`src/rtl/ad9516_spi_reader_if.sv`:
```
// Request/response and SPI pin bundle for the AD9516 read-back engine.
// master: the requester together with the device side (drives start/addr/SDO).
// slave : the read engine itself.
interface ad9516_spi_reader_if;
   logic        start;
   logic [12:0] reg_addr;
   logic        busy;
   logic [7:0]  rd_data;
   logic        rd_valid;
   logic        spi_cs_n;
   logic        spi_sclk;
   logic        spi_sdio;
   logic        spi_sdo;

   modport master (
      output start, reg_addr, spi_sdo,
      input  busy, rd_data, rd_valid, spi_cs_n, spi_sclk, spi_sdio
   );

   modport slave (
      input  start, reg_addr, spi_sdo,
      output busy, rd_data, rd_valid, spi_cs_n, spi_sclk, spi_sdio
   );
endinterface

```
`src/rtl/ad9516_spi_reader.sv`:
```
// AD9516 single-byte SPI read engine.
// Shifts out {R/W=1, W1:W0=00, addr[12:0]} MSB first, then clocks in one
// register byte on SDO and reports it with a one-cycle rd_valid pulse.
// SCLK is generated from the system clock: CLK_DIV cycles per half period.
module ad9516_spi_reader #(
   parameter int unsigned CLK_DIV  = 4,   // system clocks per SCLK half period (2..255)
   parameter int unsigned HOLD_CYC = 4    // CS-high guard cycles after a transaction (1..255)
) (
   input  logic                clock,
   input  logic                reset_n,
   ad9516_spi_reader_if.slave  bus
);

   localparam logic [2:0] ST_IDLE  = 3'd0;
   localparam logic [2:0] ST_SETUP = 3'd1;
   localparam logic [2:0] ST_INSTR = 3'd2;
   localparam logic [2:0] ST_DATA  = 3'd3;
   localparam logic [2:0] ST_HOLD  = 3'd4;

   localparam logic [7:0] DIV_LAST  = 8'(CLK_DIV - 1);
   localparam logic [7:0] HOLD_LAST = 8'(HOLD_CYC - 1);
   localparam logic [3:0] INSTR_LAST = 4'd15;   // 16 instruction bits
   localparam logic [3:0] DATA_LAST  = 4'd7;    // 8 data bits

   logic [2:0]  state_q, state_d;
   logic [7:0]  cnt_q, cnt_d;         // cycles spent in current phase
   logic [3:0]  bit_q, bit_d;         // completed SCLK periods in current state
   logic [15:0] tx_q, tx_d;           // instruction shift register
   logic [7:0]  rx_q, rx_d;           // read data shift register
   logic [7:0]  rd_data_q, rd_data_d;
   logic        rd_valid_q, rd_valid_d;
   logic        busy_q, busy_d;
   logic        cs_n_q, cs_n_d;
   logic        sclk_q, sclk_d;
   logic        sdio_q, sdio_d;

   logic        phase_end;

   assign phase_end = (cnt_q == DIV_LAST);

   // Next-state logic: sequencing, SCLK generation, shift/capture.
   always_comb begin
      state_d    = state_q;
      cnt_d      = cnt_q;
      bit_d      = bit_q;
      tx_d       = tx_q;
      rx_d       = rx_q;
      rd_data_d  = rd_data_q;
      rd_valid_d = 1'b0;
      busy_d     = busy_q;
      cs_n_d     = cs_n_q;
      sclk_d     = sclk_q;
      sdio_d     = sdio_q;

      case (state_q)
         ST_IDLE: begin
            // start is only looked at here; everywhere else it is ignored.
            if (bus.start) begin
               tx_d    = {1'b1, 2'b00, bus.reg_addr};
               sdio_d  = 1'b1;           // instruction bit 15 (R/W=1)
               cs_n_d  = 1'b0;
               sclk_d  = 1'b0;
               busy_d  = 1'b1;
               cnt_d   = '0;
               bit_d   = '0;
               state_d = ST_SETUP;
            end
         end

         ST_SETUP: begin
            // Bit 15 is already on SDIO; give it a full half period of setup.
            if (phase_end) begin
               cnt_d   = '0;
               state_d = ST_INSTR;
            end else begin
               cnt_d = cnt_q + 8'd1;
            end
         end

         ST_INSTR: begin
            if (phase_end) begin
               cnt_d = '0;
               if (!sclk_q) begin
                  sclk_d = 1'b1;         // device samples SDIO on this rise
               end else begin
                  sclk_d = 1'b0;
                  if (bit_q == INSTR_LAST) begin
                     sdio_d  = 1'b0;
                     bit_d   = '0;
                     state_d = ST_DATA;
                  end else begin
                     // SDIO only moves on the falling edge: present next bit.
                     bit_d  = bit_q + 4'd1;
                     tx_d   = {tx_q[14:0], 1'b0};
                     sdio_d = tx_q[14];
                  end
               end
            end else begin
               cnt_d = cnt_q + 8'd1;
            end
         end

         ST_DATA: begin
            if (phase_end) begin
               cnt_d = '0;
               if (!sclk_q) begin
                  // SDO was launched by our previous fall, so it is stable
                  // through the low phase; take it as we drive the rise.
                  sclk_d = 1'b1;
                  rx_d   = {rx_q[6:0], bus.spi_sdo};
               end else begin
                  sclk_d = 1'b0;
                  if (bit_q == DATA_LAST) begin
                     cs_n_d     = 1'b1;
                     rd_data_d  = rx_q;
                     rd_valid_d = 1'b1;
                     bit_d      = '0;
                     state_d    = ST_HOLD;
                  end else begin
                     bit_d = bit_q + 4'd1;
                  end
               end
            end else begin
               cnt_d = cnt_q + 8'd1;
            end
         end

         ST_HOLD: begin
            // CS stays high for the guard time while busy still reports 1.
            if (cnt_q == HOLD_LAST) begin
               cnt_d   = '0;
               busy_d  = 1'b0;
               state_d = ST_IDLE;
            end else begin
               cnt_d = cnt_q + 8'd1;
            end
         end

         default: begin
            state_d = ST_IDLE;
            cnt_d   = '0;
            bit_d   = '0;
            busy_d  = 1'b0;
            cs_n_d  = 1'b1;
            sclk_d  = 1'b0;
            sdio_d  = 1'b0;
         end
      endcase
   end

   // State and output registers; reset forces CS high at once, even mid-transfer.
   always_ff @(posedge clock or negedge reset_n) begin
      if (!reset_n) begin
         state_q    <= ST_IDLE;
         cnt_q      <= '0;
         bit_q      <= '0;
         tx_q       <= '0;
         rx_q       <= '0;
         rd_data_q  <= '0;
         rd_valid_q <= 1'b0;
         busy_q     <= 1'b0;
         cs_n_q     <= 1'b1;
         sclk_q     <= 1'b0;
         sdio_q     <= 1'b0;
      end else begin
         state_q    <= state_d;
         cnt_q      <= cnt_d;
         bit_q      <= bit_d;
         tx_q       <= tx_d;
         rx_q       <= rx_d;
         rd_data_q  <= rd_data_d;
         rd_valid_q <= rd_valid_d;
         busy_q     <= busy_d;
         cs_n_q     <= cs_n_d;
         sclk_q     <= sclk_d;
         sdio_q     <= sdio_d;
      end
   end

   assign bus.busy     = busy_q;
   assign bus.rd_data  = rd_data_q;
   assign bus.rd_valid = rd_valid_q;
   assign bus.spi_cs_n = cs_n_q;
   assign bus.spi_sclk = sclk_q;
   assign bus.spi_sdio = sdio_q;

endmodule

```
`src/flat_wrapper.sv`:
```
// flat-port wrapper written by rule: the top's interface ports become plain ports
module ad9516_spi_reader_flat 
#(
   parameter int unsigned CLK_DIV  = 4,                                                 
   parameter int unsigned HOLD_CYC = 4                                                        
)
  (clock, reset_n, bus_start, bus_reg_addr, bus_spi_sdo, bus_busy, bus_rd_data, bus_rd_valid, bus_spi_cs_n, bus_spi_sclk, bus_spi_sdio);
  ad9516_spi_reader_if bus_i ();
  input  logic clock;
  input  logic reset_n;
  input wire logic [$bits(bus_i.start)-1:0] bus_start;
  input wire logic [$bits(bus_i.reg_addr)-1:0] bus_reg_addr;
  input wire logic [$bits(bus_i.spi_sdo)-1:0] bus_spi_sdo;
  output wire logic [$bits(bus_i.busy)-1:0] bus_busy;
  output wire logic [$bits(bus_i.rd_data)-1:0] bus_rd_data;
  output wire logic [$bits(bus_i.rd_valid)-1:0] bus_rd_valid;
  output wire logic [$bits(bus_i.spi_cs_n)-1:0] bus_spi_cs_n;
  output wire logic [$bits(bus_i.spi_sclk)-1:0] bus_spi_sclk;
  output wire logic [$bits(bus_i.spi_sdio)-1:0] bus_spi_sdio;
  assign bus_i.start = bus_start;
  assign bus_i.reg_addr = bus_reg_addr;
  assign bus_i.spi_sdo = bus_spi_sdo;
  assign bus_busy = bus_i.busy;
  assign bus_rd_data = bus_i.rd_data;
  assign bus_rd_valid = bus_i.rd_valid;
  assign bus_spi_cs_n = bus_i.spi_cs_n;
  assign bus_spi_sclk = bus_i.spi_sclk;
  assign bus_spi_sdio = bus_i.spi_sdio;
  ad9516_spi_reader #(.CLK_DIV(CLK_DIV), .HOLD_CYC(HOLD_CYC)) u_core (.clock(clock), .reset_n(reset_n), .bus(bus_i));
endmodule
```
`config.mk`:
```
export PLATFORM = sky130hd
export DESIGN_NAME = ad9516_spi_reader_flat
export DESIGN_NICKNAME = d
export VERILOG_FILES = /design/src/rtl/ad9516_spi_reader_if.sv /design/src/rtl/ad9516_spi_reader.sv /design/src/flat_wrapper.sv
export SDC_FILE = /design/constraint.sdc
export NUM_CORES = 1
export LEC_CHECK = 0
export CAP_MARGIN = 0
export CORE_MARGIN = 2
export CORE_UTILIZATION = 50
export CTS_BUF_LIST = sky130_fd_sc_hd__clkbuf_16
export CTS_CLUSTER_DIAMETER = 80
export DETAILED_ROUTE_END_ITERATION = 7
export HOLD_SLACK_MARGIN = 0.05
export PLACE_DENSITY = 0.86
export SKIP_CTS_REPAIR_TIMING = 1
export SLEW_MARGIN = 5
export SYNTH_ARGS = -nofsm -noshare
export SYNTH_HDL_FRONTEND = slang
export SYNTH_SLANG_ARGS = --single-unit
export TNS_END_PERCENT = 50
```
`constraint.sdc`:
```
create_clock -name clock -period 2.05 [get_ports clock]
set_clock_uncertainty 0.1 [all_clocks]
set_input_delay 0.3075 -clock clock [delete_from_list [all_inputs] [get_ports clock]]
set_output_delay 0.3075 -clock clock [all_outputs]
set_load 0.005 [all_outputs]
```
Yosys cells after proc, flatten, opt, wreduce, memory -nomap -nowiden:

Index checks and enable logic that the tools add are counted.

* add/subtract/negate cells: 2
* equal/unequal tests: 18
* multiplexer cells: 45
* bitwise logic cells: 5
* reductions and logical operators: 17

Operators with widths (count)
* $mux W15: 4
* $pmux W15 S2: 1
* $mux W4: 7
* $mux W3: 9
* $ne A2 B1 Y1 const B: 9
* $mux W8: 2
* $pmux W4 S4: 1
* $pmux W8 S2: 1
* $mux W1: 15
* $pmux W3 S5: 1
* $pmux W1 S3: 4
* $reduce_and A5 Y1: 2
* $reduce_and A3 Y1: 3
* $reduce_and A9 Y1: 1
* $reduce_or A3 Y1: 3
* $add A8 B1 Y8 const B: 1
* $eq A8 B2 Y1 const B: 1
* $reduce_and A4 Y1: 2
* $eq A3 B2 Y1 const B: 2
* $reduce_and A6 Y1: 1
* $not A1 Y1: 5
* $add A4 B1 Y4 const B: 1
* $eq A4 B3 Y1 const B: 1
* $eq A4 B4 Y1 const B: 1
* other kinds (7): 9

* register bits: 51
* word-level logic and storage cells: 98

Logic depth before layout (Yosys ltp):

* depth after elaboration: 5
* gate-level depth with buffers: 6
* gate-level depth less buffers: 5

Least setup slack after synthesis:

OpenSTA, ideal clock, no wires.

* path kind: register -> register
* start point: register u_core.cnt_q[0]
* end point: register u_core.tx_q[10]
* data arrival time: 1.866 ns
* required time: 1.823 ns
* slack: -0.043 ns
* stages on the path, launching flop included: 7
* buffers on the path: 1
* period minus slack after synthesis: 2.093 ns
* path through: dfrtp_1 > ha_1 > nor3b_2 > nand3_4 > a21oi_4 > buf_6 > mux2_1

* word-level cells in the longest chain between the ends: 3

Ends and longest elaborated chain
* start: declaration: RTL line ad9516_spi_reader.sv:26 `logic [7:0] cnt_q, cnt_d;`
* start signal: assignment: RTL line ad9516_spi_reader.sv:167 `cnt_q <= cnt_d;`
* $eq A8 B2 Y1: RTL line ad9516_spi_reader.sv:39 `assign phase_end = (cnt_q == DIV_LAST);`
* $ne A2 B1 Y1 (no source line)
* $reduce_and A5 Y1 (no source line)
* end signal: assignment: RTL line ad9516_spi_reader.sv:169 `tx_q <= tx_d;`
* end: declaration: RTL line ad9516_spi_reader.sv:28 `logic [15:0] tx_q, tx_d;`

No other way between the ends.
A chain may end at the register's enable or synchronous reset.

Worst setup path after layout:

* start point: register u_core.state_q[0]
* end point: register u_core.rx_q[5]

* word-level cells in the longest chain between the ends: 2

Ends and longest elaborated chain
* start: declaration: RTL line ad9516_spi_reader.sv:25 `logic [2:0] state_q, state_d;`
* start signal: assignment: RTL line ad9516_spi_reader.sv:166 `state_q <= state_d;`
* $eq A3 B2 Y1: RTL line ad9516_spi_reader.sv:55 `case (state_q)`
* $reduce_and A3 Y1 (no source line)
* end signal: assignment: RTL line ad9516_spi_reader.sv:170 `rx_q <= rx_d;`
* end: declaration: RTL line ad9516_spi_reader.sv:29 `logic [7:0] rx_q, rx_d;`

No other way between the ends.

==> metrics <==
post-route setup TNS 0 ns; Pre-antenna DRT Iters 4; GRT overflow 0; routed vias approximately 1800; largest net degree at the start of global routing 52; Routed Antenna Nets 0; Hold Crit Class input port to async pin; FF-to-FF Start u_core.state_q[0]$_DFFE_PN0P_; Yosys cell types 48; Synthesized Nets roughly 240; Logic pwr share roughly 4.3%; routed wire length around 4.7 mm; area of the die 5720 um2; layout cells sized above 1 just over 30%; YS warnings 0; Async S/R FF share, synth 100%; number of inserted diodes 0; TritonCTS Buffers 5; final worst-path cycle share between 90 and 100%; area of the multi-input gates about 1200 um2; Worst setup startpoint u_core.state_q[0]$_DFFE_PN0P_; data arrival time of the critical path between 2 and 2.5 ns; Total Nets Final around 290; vias in the first global route ~1700; register share of total power 53.7%; DRC viols 0; R2R Setup Slk 0.07 ns; normalized max-slew margin roughly three fifths; unrepaired setup endpoints after global routing true; row count 26; Final Critical Period 1.98 ns; critical path class flip-flop to flip-flop; vias per cell about 5.4; Die Ht 75.6 um; static leakage 1.39 nW; commonest non-fill, non-tap cells in the layout dfrtp_1 (50), mux2_2 (36), clkdlybuf4s50_1 (28); most common cell after layout, fill and taps aside dfrtp_1; sequential share of the synthesized area approximately half; Int Pwr around 1.5 mW; end point of the critical path u_core.rx_q[5]$_DFFE_PN0P_; net switching power roughly 0.40 mW; number of synthesized flops with an enable pin 0; Req. time, crit path approximately 2.1 ns; Routed WL per cell ~14 um; Top FF cell, synth dfrtp_1; nature of the critical path startpoint flip-flop; H-tree depth 2; global-route wire length before repair approximately 7.7 mm; Final Max Tran Viols 0; # setup viols final 0; critical path fanouts, max 10; fin cells roughly 340; Core ar. about 5000 um2; maxcap violations 0; number of I/O pins 30; FF/Latch Area roughly 1300 um2; area grow syn2layout 26.1%; maximum clock rate 0.506 GHz; Syn Area/Cell about 12 um2; peak supply drop between 400 and 500 uV; #FFs+latches synth 51; Clock power frac a little over two fifths; Clk Tree Root Cell clkbuf_16; Die Width approximately 76 um; Pwr Total 1.92 mW; R2R Path End u_core.rx_q[5]$_DFFE_PN0P_; PortBufs 29; placed inst area approximately 3100 um2; Syn Inst Count between 200 and 250; hpwl dp 3.32 mm; status complete, no violations; Starting Density 50.8%; fill cell count 373; Netlist Area Pre-Place 2560 um2; fraction of power spent switching nets about a fifth; r2r worst-path depth 5; CTS tree yes; worst-margin pin slew 0.626 ns; Longest Clk Path Bufs 2; Reg clk slew, reported paths ~0.070 ns; Total Routing Usage GR 17.8%; Clock Latency Late Sink approximately 0.29 ns; Crit. End Element flip-flop; Iteration-0 DRC Markers 158; Routability Congestion 0.830; initial antenna violation count 0; Hold Vio Cnt, Final 0; post-route cell area roughly 3200 um2; clk sinks 51; Pwr Density ~600 nW/um2; number of placed instances, taps included 329
synth_stat cells, types with 3 or more instances:
library cell	instances	share of area, %
a21oi_1	11	2.1
buf_6	3	1.3
dfrtp_1	50	49
inv_1	8	1.2
mux2_1	7	3.1
mux2_2	36	16
nand2_1	14	2.0
nand3_1	6	1.2
nand4_1	3	0.73
nor2_1	12	1.8
nor3b_1	3	0.88
o21ai_0	11	2.1
xor2_1	5	1.7
state kept, by name, summed over array words and instances, names as in the netlist:
signal	cells
u_core.tx_q	15
u_core.bus.rd_data	8
u_core.cnt_q	8
u_core.rx_q	8
u_core.bit_q	4
u_core.state_q	3
u_core.bus.busy	1
u_core.bus.rd_valid	1
u_core.bus.spi_cs_n	1
u_core.bus.spi_sclk	1
u_core.bus.spi_sdio	1
kinds of logic (layout without fill, tap and decap cells):
group	Yosys count	count (layout)	share of synthesized area (%)
muxes	45	45	19.7
buffers and inverters	16	67	3.61
xor gates and xnor gates	7	7	2.39
adders and majority gates	2	2	0.976
and+or+nand+nor	62	62	15.3
DFF	51	51	49.8
AOI/OAI and AO/OA	34	34	8.25
area by class of cell:
type	instances	area share, %
Sequential cell	51	39.5
Multi-Input combinational cell	150	37.7
Timing Repair Buffer	51	14.7
Clock buffer	5	3.87
Tap cell	70	2.71
Inverter	8	0.929
Clock inverter	3	0.619
worst min-delay path by stage:
stage | end | slack (ns) | depth (start not counted)
5_1_grt | u_core.tx_q[8]$_DFFE_PN0P_ | 0.1 | 2
4_1_cts | u_core.rx_q[5]$_DFFE_PN0P_ | 0.05 | 2
2_1_floorplan | u_core.bit_q[0]$_DFFE_PN0P_ | -0.09 | 0
6_report | u_core.tx_q[11]$_DFFE_PN0P_ | 0.02 | 2
3_3_place_gp | u_core.tx_q[11]$_DFFE_PN0P_ | 0.35 | 2
3_5_place_dp | u_core.tx_q[11]$_DFFE_PN0P_ | 0.36 | 2
worst max-delay path, cell delays in order (launching register included):
cell	delay, ns
dfrtp_1	0.55
nand2_1	0.11
or2_2	0.37
nor3_4	0.24
buf_12	0.15
mux2_2	0.34
layer usage:
| layer | global-route usage, % | part of all wire (%) |
|---|---|---|
| met1 | 23.8 | 44 |
| met5 | 0 | 0 |
| met4 | 7.21 | 1.6 |
| met3 | 3.57 | 3.9 |
| met2 | 28.7 | 50 |
power by group through the flow:
| stage | Clock, mW | Sequential [mW] | Combinational, mW |
|---|---|---|---|
| final | 0.807 | 1.03 | 0.0826 |
| after global routing | 0.863 | 1.03 | 0.0924 |
| after CTS | 0.825 | 1.03 | 0.0851 |
| after detailed placement | 0 | 1.05 | 0.0844 |
| after global placement | 0 | 1.05 | 0.0823 |
| after floorplan | 0 | 1.05 | 0.0241 |
through the flow:
step	util (%)	worst slack [ns]	hold WS [ns]
finish	64.1	0.0748	0.0230
global route	64.1	-0.0252	0.0971
CTS	63.4	0.0189	0.0515
detailed placement	60.5	-0.153	0.357
global placement	60.5	-0.0860	0.350
floorplan	-	0.0278	-0.0881
(Power assumes the default switching activity.)
